<file path="src/rtl/out_signature.sv">
// ============================================================================
// Module      : out_signature
// Description : Folds a kernel output stream into a 32-bit rotate-XOR
//               signature and replays it as eight nibbles after ap_done.
// Revision    : 1.0 - initial release
// ============================================================================
`default_nettype none

module out_signature #(
  parameter int DATA_WIDTH = 32,
  parameter int EXP_WORDS  = 64,
  parameter int CNT_WIDTH  = 16
) (
  input  logic                  ap_clk,
  input  logic                  ap_rst_n,
  input  logic                  ap_start,
  input  logic                  ap_done,
  input  logic [DATA_WIDTH-1:0] y_din,
  input  logic                  y_write,
  output logic                  y_full_n,
  output logic [3:0]            sig_out,
  output logic                  sig_valid,
  output logic                  sig_last,
  output logic [CNT_WIDTH-1:0]  word_cnt,
  output logic                  len_err
);

  localparam int                   c_NIBBLES  = DATA_WIDTH / 4;
  localparam int                   c_NIB_W    = $clog2(c_NIBBLES);
  localparam logic [c_NIB_W-1:0]   c_LAST_NIB = c_NIB_W'(c_NIBBLES - 1);
  localparam logic [CNT_WIDTH-1:0] c_EXP_CNT  = CNT_WIDTH'(EXP_WORDS);
  localparam logic [CNT_WIDTH-1:0] c_CNT_MAX  = '1;

  typedef enum logic [1:0] {
    IDLE    = 2'd0,
    COLLECT = 2'd1,
    DRAIN   = 2'd2
  } state_t;

  state_t                r_state;
  state_t                w_next;
  logic [DATA_WIDTH-1:0] r_sig;
  logic [c_NIB_W-1:0]    r_nib;
  logic                  w_accept;
  logic                  w_last_nib;

  assign w_accept   = y_write && (r_state == COLLECT);
  assign w_last_nib = (r_state == DRAIN) && (r_nib == c_LAST_NIB);

  always_ff @(posedge ap_clk or negedge ap_rst_n) begin
    if (!ap_rst_n) begin
      r_state <= IDLE;
    end else begin
      r_state <= w_next;
    end
  end

  // A same-cycle ap_start wins over ap_done in IDLE simply because IDLE only looks at ap_start.
  always_comb begin
    w_next = r_state;
    case (r_state)
      IDLE:    if (ap_start)   w_next = COLLECT;
      COLLECT: if (ap_done)    w_next = DRAIN;
      DRAIN:   if (w_last_nib) w_next = IDLE;
      default:                 w_next = IDLE;
    endcase
  end

  always_ff @(posedge ap_clk or negedge ap_rst_n) begin
    if (!ap_rst_n) begin
      r_sig    <= '0;
      r_nib    <= '0;
      word_cnt <= '0;
      len_err  <= 1'b0;
    end else begin
      case (r_state)
        IDLE: begin
          if (ap_start) begin
            r_sig    <= '0;
            r_nib    <= '0;
            word_cnt <= '0;
          end
        end
        COLLECT: begin
          if (w_accept) begin
            r_sig <= {r_sig[DATA_WIDTH-2:0], r_sig[DATA_WIDTH-1]} ^ y_din;
            if (word_cnt != c_CNT_MAX) begin
              word_cnt <= word_cnt + CNT_WIDTH'(1);
            end
          end
        end
        DRAIN: begin
          // Shift the signature up so the next nibble is always at the top.
          r_sig <= r_sig << 4;
          r_nib <= r_nib + c_NIB_W'(1);
          if (w_last_nib) begin
            len_err <= (word_cnt != c_EXP_CNT);
            r_nib   <= '0;
          end
        end
        default: ;
      endcase
    end
  end

  assign y_full_n  = (r_state == COLLECT);
  assign sig_valid = (r_state == DRAIN);
  assign sig_out   = sig_valid ? r_sig[DATA_WIDTH-1 -: 4] : 4'd0;
  assign sig_last  = w_last_nib;

endmodule

`default_nettype wire

</file>
<file path="config.mk">
export PLATFORM = sky130hd
export DESIGN_NAME = out_signature
export DESIGN_NICKNAME = d
export VERILOG_FILES = /design/src/rtl/out_signature.sv
export SDC_FILE = /design/constraint.sdc
export NUM_CORES = 1
export LEC_CHECK = 0
export CAP_MARGIN = 20
export CORE_AREA = 2 2 80 82
export CTS_CLUSTER_SIZE = 24
export DETAILED_ROUTE_END_ITERATION = 10
export DIE_AREA = 0 0 82 84
export HOLD_SLACK_MARGIN = 0.06
export PLACE_DENSITY = 0.88
export SLEW_MARGIN = 10
export SYNTH_ARGS = -nofsm -noshare
export SYNTH_HDL_FRONTEND = slang
export SYNTH_SLANG_ARGS = --single-unit
</file>
<file path="constraint.sdc">
create_clock -name ap_clk -period 2.75 [get_ports ap_clk]
set_clock_uncertainty 0.1 [all_clocks]
set_input_delay 0.6875 -clock ap_clk [delete_from_list [all_inputs] [get_ports ap_clk]]
set_output_delay 0.6875 -clock ap_clk [all_outputs]
set_load 0.01 [all_outputs]
</file>
Yosys cells after proc, flatten, opt, wreduce, memory -nomap -nowiden:

Index checks and enable logic that the tools add are counted.

* register bits after elaboration: 54
* output and inout port bits: 24
* bits of input ports: 37
* word-level logic and storage cells: 44

* bitwise logic cells: 1
* add/subtract/negate cells: 2
* reductions and logical operators: 11
* equal/unequal tests: 10
* muxes and demuxes: 15

Operators by type and width (count)
* 32-bit one-hot mux with 3 select lines: 1
* 32-bit 2-to-1 mux: 2
* 16-bit 2-to-1 mux: 3
* 16-bit one-hot mux with 2 select lines: 1
* 32-bit XOR: 1
* 16-bit by 1-bit adder with 16-bit output, second input constant: 1
* 16-bit != test, second input constant: 1
* 16-bit by 7-bit != test with 1-bit output, second input constant: 1
* 2-bit 2-to-1 mux: 3
* 3-bit 2-to-1 mux: 2
* 2-bit by 1-bit != test with 1-bit output, second input constant: 3
* 2-bit one-hot mux with 3 select lines: 1
* 3-bit one-hot mux with 2 select lines: 1
* 3-bit AND reduction: 2
* 4-bit 2-to-1 mux: 1
* 2-bit != test, second input constant: 2
* 2-bit AND reduction: 2
* 4-bit AND reduction: 1
* 2-bit nonzero test: 2
* 3-bit by 1-bit adder with 3-bit output, second input constant: 1
* 3-bit equality test, second input constant: 1
* 3-bit nonzero test: 1
* 2-bit by 1-bit equality test with 1-bit output, second input constant: 1
* 2-bit equality test, second input constant: 1
* 2 further kinds: 3

Longest topological paths before layout:

* depth after elaboration: 4
* mapped depth: 9
* mapped depth without buffers: 7

Least setup slack after synthesis:

OpenSTA, ideal clock, no wires.

* kind: reg2reg
* start point: register word_cnt[0]
* end point: register word_cnt[11]
* required time: 2568 ps
* stages on the path, launching flop included: 9
* data arrival time: 2146 ps
* slack: 422 ps
* buffers on the path: 2
* setup time: 82 ps
* cell sequence: dfrtp_1 -> ha_1 -> nand3_1 -> or4b_1 -> buf_2 -> or2_1 -> buf_6 -> o21a_4 -> a31oi_1

* longest elaborated chain between the ends: 4

Ends and longest elaborated chain
* from (decl): RTL line 24 `output logic [CNT_WIDTH-1:0] word_cnt,`
* from (signal assigned): RTL line 88 `word_cnt <= word_cnt + CNT_WIDTH'(1);`
* 16-bit by 1-bit adder with 16-bit output: RTL line 88
* 16-bit 2-to-1 mux: RTL line 87 `if (word_cnt != c_CNT_MAX) begin`
* 16-bit 2-to-1 mux: RTL line 85 `if (w_accept) begin`
* 16-bit one-hot mux with 2 select lines: RTL line 76 `case (r_state)`

Parallel ways exist; a longest one is shown, timed or not. The select of a mux whose other input is x is not followed.
A chain may end at the register's enable or synchronous reset.

Worst setup path in the final report:

* start point: register r_state[0]
* end point: output port sig_last

* longest elaborated chain between the ends: 2

Ends and longest elaborated chain
* from (decl): RTL line 40 `state_t r_state;`
* from (signal assigned): RTL line 54 `r_state <= w_next;`
* 2-bit equality test: RTL line 48 `assign w_last_nib = (r_state == DRAIN) && (r_nib == c_LAST_NIB);`
* 1-bit logical AND: RTL line 48
* to (decl): RTL line 23 `output logic sig_last,`

Every way passes these cells.

==> impl_metrics.toml <==
[pwr]
power.density_nw_per_um2 = 891
p_leak_nw = 1.65
report.power.total_w = 0.00344
ir_drop_uv = 549

[timing]
max_freq_mhz = 374
hold_violations = 0
rsz0062_at_grt = "true"
worst_pin_slew_ns = 0.729
fin_crit_ns = 2.67
setup_viol = 0
drv_slew = 0
setup_tns_ns = 0
period_share = 0.972
slew-limit-headroom = 0.510

[cts]
root_buffer = "clkbuf_8"
numCtsBuffers = 5
clockBufferDepth = 2
clock-sinks = 54
tritoncts = "yes"
cts.clk_slew.worst_paths_ns = 0.10
h-tree-depth = 2
post_cts_buffers = 0
clock_latency_ns = 0.31

[yosys]
syn_avg_cell_area_um2 = 9.16
yosys.area_share.simple = 0.169
synth_top_area_share = 0.444
yosys.area.top_type = "dfrtp_1"
synthAdderAreaFrac = 0.0329
yosysWarnings = 0
synthCells = 332
synth-seq-cells = 54
yosysMostFrequentCell = "dfrtp_1"
synthTopCellsByArea = "dfrtp_1, xor2_1, a22oi_1"
synth_edf_count = 0
synth.area.mux_share = 0.00699
syn-num-nets = 377
synth_cell_types = 44
synth-xor-area-share = 0.0921
synthFlopType = "dfrtp_1"
syn_area_um2 = 3040
synth_compound_area_frac = 0.216
synth_common_cells = "dfrtp_1, nand2_1, o21ai_0"
yosysSeqAreaShare = 0.444
async_flop_share = 1.00
synth_top_family_by_area = "compound AO/OA/AOI/OAI gates"

[floorplan]
rows = 29
core_um2 = 6100
dieArea_um2 = 6890
die_h_um = 84
fp.dieW_um = 82
initial_core_util = 0.499
io_pins = 61

[drt]
post-route-drc-count = 0
drt_iter0_markers = 215
routed_wl_mm = 7.47
dr.pass1.iters = 5
avgRoutedWirePerCell_um = 15.9
ant_nets = 0
viasPerCell = 5.82
vias = 2731

[place]
dp_cells = 461
gp_congestion = 0.888
placed_area_um2 = 3760
numPortBuffers = 60
place.detailed.hpwl_mm = 5.20

[setup_path]
required_ns = 1.96
cp_max_fo = 13
crit_arrival_ns = 1.89
criticalPathCategory = "flop to primary output"
endpoint_kind = "primary output"
worstSetupStartpointType = "flop"

[min_path]
hold_path_class = "primary input to asynchronous set/reset pin"

[final_layout]
num-fill-cells = 492
layout.cells.non_filler = 469
design_area_um2 = 3860
finalNetCount = 436
drive_gt1_frac = 0.0689
area_delta_synth_final_pct = 26.9
diodes = 0

[outcome]
status = "finished, final reports clean"

[job]
drv_cap = 0

[global_route]
gr-total-overflow = 0
grt_start_max_net_pins = 55
antenna_found_initial = 0
grt_pass1_wl_mm = 12.2
grt_usage = 0.225
grt_pass1_vias = 2600
## repair_timing
action | CTS | global route
endpoints found under the hold margin | 0 | 0
hold buffers | 0 | 0
resized for setup | 1 | 0
setup endpoints to repair | 1 | 2
## cell families (layout without fill, tap and decap cells)
kind of cell,count (synthesis),after routing
simple gates,106,106
fa+ha+maj,8,8
compound gates,101,101
flops,54,54
xor+xnor,32,32
buf+inv,29,89
mux,2,2
## area by class of cell
| type | instances | area [um^2] | share of cell area |
|---|---|---|---|
| clock inverters | 3 | 23.8 | 0.00616 |
| repair buffers | 72 | 711 | 0.184 |
| well taps | 77 | 96.3 | 0.0250 |
| flip-flops and latches | 54 | 1350 | 0.350 |
| clock buffers | 5 | 68.8 | 0.0178 |
| inverters | 9 | 33.8 | 0.00875 |
| multi-input cells | 249 | 1580 | 0.408 |
## through the flow
step | hold slack [ns] | util | setup WS [ns]
floorplan | 0.292 | - | 0.422
global placement | 0.383 | 0.618 | 0.295
detailed placement | 0.404 | 0.618 | 0.216
CTS | 0.261 | 0.633 | 0.0646
global route | 0.270 | 0.633 | -0.0324
finish | 0.245 | 0.633 | 0.0765
## per-layer routing
| layer | track usage | up-vias | routed length, um |
|---|---|---|---|
| li1 | - | 1301 | - |
| met1 | 0.312 | 1311 | 3270 |
| met2 | 0.358 | 103 | 3620 |
| met3 | 0.0411 | 16 | 471 |
| met4 | 0.0606 | 0 | 116 |
| met5 | 0 | - | 0 |
## state kept, by name (all words and copies together), names as in the netlist
| name | flops |
|---|---|
| len_err | 1 |
| r_nib | 3 |
| r_sig | 32 |
| r_state | 2 |
| word_cnt | 16 |
## worst max-delay path, stage by stage, from the launching register on
cell             delay (ns)
dfrtp_1                0.43
inv_1                  0.10
ha_2                   0.30
and2_1                 0.21
clkdlybuf4s50_1        0.55
## path summary, 6_finish.rpt
kind	from	end	slack, ns	cells after the start
min	ap_rst_n	r_sig[18]	0.24	2
min in group ap_clk	r_nib[2]	r_nib[2]	0.43	1
min reg2reg	r_nib[2]	r_nib[2]	0.43	1
max reg2reg	word_cnt[0]	word_cnt[10]	0.28	6
max in group asynchronous	ap_rst_n	r_sig[29]	2.05	2
max	r_state[0]	sig_last	0.08	4
## cell usage in the layout (no fill, tap or decap), drive strengths merged, types with 3 or more instances in the layout
cell type / synthesis / layout
o31ai: 6 / 6
ha: 8 / 8
a22oi: 28 / 28
a21oi: 6 / 6
and3: 4 / 4
buf: 2 / 13
a31oi: 7 / 7
nand2b: 3 / 3
nor2: 6 / 6
clkdlybuf4s50: 0 / 59
nor3: 8 / 8
dfrtp: 54 / 54
and2: 6 / 6
clkbuf: 18 / 5
xnor2: 4 / 4
o21ai: 41 / 41
nand2: 52 / 52
xor2: 28 / 28
inv: 9 / 10
nand3: 11 / 11
## report_power, final
group	total, W	internal, W	switching, W
Sequential	0.00138	0.00106	0.000317
Combinational	0.00160	0.000695	0.000908
Clock	0.000459	0.000183	0.000276
Total	0.00344	0.00194	0.00150
No activity file was read; power rests on OpenSTA's default activity.
